<file path="src/rtl/processor_pkg.sv">
// Shared front-end definitions: word width, reset PC, fetch FSM encoding.
// Also holds the IF/ID bundle type and small PC helpers.
package processor_pkg;

    localparam int XLEN = 32;

    localparam logic [XLEN-1:0] PC_RESET_DEFAULT = 32'h0040_0000;

    typedef logic [XLEN-1:0] word_t;

    typedef enum logic {
        RUN  = 1'b0,
        HALT = 1'b1
    } fetch_state_t;

    typedef struct packed {
        logic  valid;
        word_t pc;
        word_t instr;
    } if_id_t;

    function automatic word_t pc_align(input word_t addr);
        return {addr[XLEN-1:2], 2'b00};
    endfunction

    function automatic word_t pc_next(input word_t pc);
        return pc + XLEN'(4);
    endfunction

endpackage

</file>
<file path="src/rtl/fetch_skid.sv">
// One-entry skid buffer holding the ROM word that arrives while decode stalls.
// Clear beats capture, capture beats drain.
module fetch_skid
    import processor_pkg::*;
(
    input  logic            clock,
    input  logic            reset,
    input  logic            capture,
    input  logic            drain,
    input  logic            clear,
    input  logic [XLEN-1:0] pc_in,
    input  logic [XLEN-1:0] instr_in,
    output logic            valid,
    output logic [XLEN-1:0] pc,
    output logic [XLEN-1:0] instr
);

    if_id_t skid_q;

    always_ff @(posedge clock) begin
        if (reset) begin
            skid_q <= '0;
        end else if (clear) begin
            skid_q.valid <= 1'b0;
        end else if (capture) begin
            skid_q.valid <= 1'b1;
            skid_q.pc    <= pc_in;
            skid_q.instr <= instr_in;
        end else if (drain) begin
            skid_q.valid <= 1'b0;
        end
    end

    assign valid = skid_q.valid;
    assign pc    = skid_q.pc;
    assign instr = skid_q.instr;

endmodule

</file>
<file path="src/rtl/fetch_controller.sv">
// Instruction fetch: PC sequencing, one-cycle ROM latency, skid-backed IF/ID.
// Redirect flushes everything; halt freezes the front end until reset.
module fetch_controller
    import processor_pkg::*;
#(
    parameter logic [XLEN-1:0] PC_RESET = PC_RESET_DEFAULT
) (
    input  logic            clock,
    input  logic            reset,
    output logic [XLEN-1:0] rom_addr,
    input  logic [XLEN-1:0] rom_data,
    input  logic            stall_in,
    input  logic            redirect_valid,
    input  logic [XLEN-1:0] redirect_target,
    input  logic            halt_in,
    output logic            if_valid,
    output logic [XLEN-1:0] if_pc,
    output logic [XLEN-1:0] if_instr,
    output logic            halted,
    output logic            misalign_err,
    output logic [XLEN-1:0] fetch_count,
    output logic [XLEN-1:0] stall_count
);

    fetch_state_t    state_q;
    fetch_state_t    state_d;
    logic [XLEN-1:0] fetch_pc_q;
    logic [XLEN-1:0] fetch_pc_d;

    logic            inflight_valid_q;
    logic [XLEN-1:0] inflight_pc_q;

    if_id_t          ifid_q;
    if_id_t          ifid_next;

    logic            skid_valid;
    logic [XLEN-1:0] skid_pc;
    logic [XLEN-1:0] skid_instr;

    logic            misalign_q;
    logic [XLEN-1:0] fetch_count_q;
    logic [XLEN-1:0] stall_count_q;

    logic in_run;
    logic take_redirect;
    logic take_halt;
    logic run_normal;
    logic advance;
    logic skid_capture;
    logic skid_drain;
    logic skid_clear;
    logic ifid_load;

    // Priority: redirect, then halt, then stall/normal flow.
    always_comb begin
        in_run        = (state_q == RUN);
        take_redirect = in_run && redirect_valid;
        take_halt     = in_run && !redirect_valid && halt_in;
        run_normal    = in_run && !redirect_valid && !halt_in;
        advance       = !stall_in || (!skid_valid && !inflight_valid_q);
        skid_capture  = run_normal && stall_in
                        && !skid_valid && inflight_valid_q;
        skid_drain    = run_normal && !stall_in && skid_valid;
        skid_clear    = take_redirect || take_halt;
        ifid_load     = run_normal && !stall_in;
    end

    always_comb begin
        state_d    = state_q;
        fetch_pc_d = fetch_pc_q;
        unique case (1'b1)
            take_redirect: fetch_pc_d = pc_align(redirect_target);
            take_halt:     state_d    = HALT;
            run_normal:    begin
                if (advance) begin
                    fetch_pc_d = pc_next(fetch_pc_q);
                end
            end
            default:       ;
        endcase
    end

    always_ff @(posedge clock) begin
        if (reset) begin
            state_q    <= RUN;
            fetch_pc_q <= PC_RESET;
        end else begin
            state_q    <= state_d;
            fetch_pc_q <= fetch_pc_d;
        end
    end

    // A held word in the skid is always older than anything in flight.
    always_comb begin
        ifid_next = '0;
        if (skid_valid) begin
            ifid_next.valid = 1'b1;
            ifid_next.pc    = skid_pc;
            ifid_next.instr = skid_instr;
        end else begin
            ifid_next.valid = inflight_valid_q;
            ifid_next.pc    = inflight_pc_q;
            ifid_next.instr = rom_data;
        end
    end

    always_ff @(posedge clock) begin
        if (reset) begin
            inflight_valid_q <= 1'b0;
            inflight_pc_q    <= '0;
            ifid_q           <= '0;
        end else begin
            inflight_pc_q    <= fetch_pc_q;
            inflight_valid_q <= run_normal && advance;
            if (skid_clear) begin
                ifid_q.valid <= 1'b0;
            end else if (ifid_load) begin
                ifid_q <= ifid_next;
            end
        end
    end

    always_ff @(posedge clock) begin
        if (reset) begin
            misalign_q    <= 1'b0;
            fetch_count_q <= '0;
            stall_count_q <= '0;
        end else begin
            if (take_redirect && (redirect_target[1:0] != 2'b00)) begin
                misalign_q <= 1'b1;
            end
            if (ifid_load && ifid_next.valid) begin
                fetch_count_q <= fetch_count_q + XLEN'(1);
            end
            if (in_run && stall_in) begin
                stall_count_q <= stall_count_q + XLEN'(1);
            end
        end
    end

    fetch_skid u_skid (
        .clock    (clock),
        .reset    (reset),
        .capture  (skid_capture),
        .drain    (skid_drain),
        .clear    (skid_clear),
        .pc_in    (inflight_pc_q),
        .instr_in (rom_data),
        .valid    (skid_valid),
        .pc       (skid_pc),
        .instr    (skid_instr)
    );

    assign rom_addr     = fetch_pc_q;
    assign if_valid     = ifid_q.valid;
    assign if_pc        = ifid_q.pc;
    assign if_instr     = ifid_q.instr;
    assign halted       = (state_q == HALT);
    assign misalign_err = misalign_q;
    assign fetch_count  = fetch_count_q;
    assign stall_count  = stall_count_q;

endmodule
</file>
<file path="config.mk">
export PLATFORM = sky130hd
export DESIGN_NAME = fetch_controller
export DESIGN_NICKNAME = d
export VERILOG_FILES = /design/src/rtl/processor_pkg.sv /design/src/rtl/fetch_skid.sv /design/src/rtl/fetch_controller.sv
export SDC_FILE = /design/constraint.sdc
export NUM_CORES = 1
export LEC_CHECK = 0
export CORE_ASPECT_RATIO = 1.2
export CORE_MARGIN = 8
export CORE_UTILIZATION = 55
export DETAILED_ROUTE_END_ITERATION = 10
export PLACE_DENSITY = 0.93
export SYNTH_ARGS = -nofsm -noshare
export SYNTH_HDL_FRONTEND = slang
export SYNTH_SLANG_ARGS = --single-unit
</file>
<file path="constraint.sdc">
create_clock -name clock -period 4.41 [get_ports clock]
set_clock_uncertainty 0.05 [all_clocks]
set_input_delay 0.6615 -clock clock [delete_from_list [all_inputs] [get_ports clock]]
set_output_delay 0.6615 -clock clock [all_outputs]
set_load 0.01 [all_outputs]
</file>
==> impl_metrics.py <==
metrics = {
    "run_status": {
        "status": "finished, final reports clean",
    },
    "sta": {
        "fin_setup_tns_ps": 0,
        "final_max_slew_viol_count": 0,
        "post-route-period-util_pct": 69.7,
        "relSlewSlack_pct": 19.5,
        "worst_pin_slew_ps": 1210,
        "hold_viol": 0,
        "grt_setup_unrepaired": "false",
        "fin_crit_ps": 3080,
        "setup_violations": 0,
        "max_clock_freq_mhz": 325,
    },
    "global_routing": {
        "grt_max_degree": 125,
        "overflow": 0,
        "grt_pass1_vias": 9602,
        "grtUsageTotal_pct": 24.4,
        "antenna_found_initial": 4,
        "grt_pass1_wl_mm": 48.6,
    },
    "finish": {
        "final_util_pct": 73.1,
        "fillCellCount": 1388,
        "nNetsFinal": 1483,
        "layout-drive-gt1-share_pct": 4.34,
        "fin_area_um2": 13800,
        "multi_input_area_um2": 5150,
        "regArea_um2": 5070,
        "area_growth_pct": 30.5,
    },
    "drt": {
        "drtIter0Drc": 679,
        "ant_nets": 0,
        "vias": 9850,
        "drtPass1Iterations": 5,
        "drc": 0,
        "routed_wirelength_mm": 30.6,
        "post_drt_wl_per_cell_um": 18.2,
        "routed_via_density": 5.85,
    },
    "logic_synthesis": {
        "synth.top_cell.area_share_pct": 47.9,
        "yosysMostFrequentCell": "dfxtp_1",
        "yosysUniqueCellTypes": 59,
        "synth.top_cells.by_area": "dfxtp_1, mux2i_1, nor2_1",
        "ys_async_sr_fraction_pct": 0,
        "seq_area_frac_synth_pct": 47.9,
        "yosys_warnings": 0,
        "syn_area_um2": 10600,
        "syn_inst": 1225,
        "synth_edf_count": 0,
        "synth_common_cells": "dfxtp_1, nor2_1, nand2_1",
        "synth_top_flop_cell": "dfxtp_1",
        "yosysTopAreaCell": "dfxtp_1",
        "ys_seq_elements": 253,
        "avgSynthCellArea_um2": 8.62,
    },
    "job": {
        "drv_cap": 0,
    },
    "setup_path": {
        "r2r-start": "stall_count[4]",
        "r2r-end": "stall_count[29]",
        "crit_required_ps": 4710,
        "worstSetupPathType": "in2reg",
        "r2r_slack_ps": 1730,
        "arrival_ps": 3370,
        "cp_max_fo": 62,
        "start_kind": "primary input",
        "reg2reg_depth": 5,
        "critPathCapture": "u_skid.instr[6]",
        "startpoint": "redirect_valid",
        "endpoint_kind": "flop",
    },
    "cts": {
        "clock_sinks": 253,
        "clockBufferDepth": 3,
        "clkSlewWorstSetupHoldPaths_ps": 60,
        "cts_root_buf": "clkbuf_16",
        "cts_tree": "built",
        "clock_latency_ps": 510,
        "cts_setup_buffers": 0,
        "numCtsBuffers": 25,
        "cts-hold-fix-buffers": 0,
        "cts_resized": 0,
        "cts.htree.levels": 1,
    },
    "place": {
        "gp_congestion": 0.917,
        "port-buffer-count": 227,
        "dpl.hpwl_mm": 20.4,
        "place_area_um2": 13000,
    },
    "floorplanning": {
        "start_util_pct": 56.0,
        "die_width_um": 143,
        "dieArea_um2": 23900,
        "die_y_um": 168,
        "core_um2": 18900,
        "rows": 55,
        "ios": 232,
    },
    "pwr": {
        "p_leak_nw": 4.52,
        "ir_worst_vdd_mv": 0.285,
        "power.density_nw_per_um2": 364,
    },
    "worst_hold_path": {
        "holdCritPathClass": "reg2reg",
    },
}
-- sequential cells by signal, indices dropped and copies added, names as in the netlist, 30 cells and up --
signal / cells
fetch_count: 32
if_instr: 32
if_pc: 30
inflight_pc_q: 30
rom_addr: 30
stall_count: 32
u_skid.instr: 32
u_skid.pc: 30
-- per-layer routing --
layer  vias to the layer above  track usage (%)  routed length (µm)
met5                         -                0                  27
met4                         4             11.3                1240
met3                        89             6.03                2580
met2                       402             41.6               14700
met1                      4667             28.1               12000
li1                       4688                -                   -
-- critical path: stages --
cell and delay (ps):
clkdlybuf4s50_1 720, or3_1 790, or3_2 550, buf_4 340, nand2_1 180, a21oi_1 90
-- cells by family after synthesis --
kind of cell	count (synthesis)	share of synthesized area (%)
AND/OR/NAND/NOR	519	23.1
flip-flops	253	47.9
AO/OA/AOI/OAI	226	13.6
buffers and inverters	96	3.66
multiplexers	68	6.44
XOR/XNOR	59	4.89
adder cells (fa/ha/maj)	3	0.355
other	1	0.0355
-- report_power, final --
part	internal (mW)	switching, mW
registers	2.36	0.0753
logic	0.226	0.231
clock network	1.27	0.861
-- through the flow --
step / setup WS [ps] / hold WS (ps) / std cells / power (mW)
global placement: 980 / 384 / 1640 / 2.92
detailed placement: 879 / 392 / 1640 / 2.93
CTS: 1360 / 399 / 1683 / 5.05
floorplan: 2020 / 381 / 1228 / 2.68
finish: 1330 / 396 / 1685 / 5.02
global route: 1230 / 418 / 1685 / 5.18
-- how the worst min path moves through the flow --
stage                            from            end  cells after the start
floorplan           inflight_pc_q[10]  u_skid.pc[10]                      2
global placement     inflight_pc_q[8]   u_skid.pc[8]                      2
detailed placement  inflight_pc_q[22]  u_skid.pc[22]                      2
CTS                 inflight_pc_q[22]  u_skid.pc[22]                      2
global route        inflight_pc_q[16]  u_skid.pc[16]                      2
finish              inflight_pc_q[22]  u_skid.pc[22]                      2
-- layout by cell type (no fill, tap or decap), types with 18 or more instances in the layout --
master,netlist,final
nor2_1,167,166
clkbuf_16,0,25
nand2_1,163,163
mux2i_1,68,68
dfxtp_1,253,252
nor3_1,18,18
xor2_1,37,37
xnor2_1,22,22
nand3_1,35,35
a211oi_1,65,65
o21ai_0,31,31
a21oi_1,79,79
clkdlybuf4s50_1,0,226
nor2b_1,25,25
nand4_1,45,45
-- final cells by class --
class / instances / share of cell area (%)
repair buffers: 239 / 17.2
diodes: 2 / 0.0363
multi-input cells: 879 / 37.4
flip-flops and latches: 253 / 36.8
clock buffers: 36 / 5.06
inverters: 13 / 0.354
well taps: 256 / 2.32
clock inverters: 7 / 0.844
(Power assumes the default switching activity.)
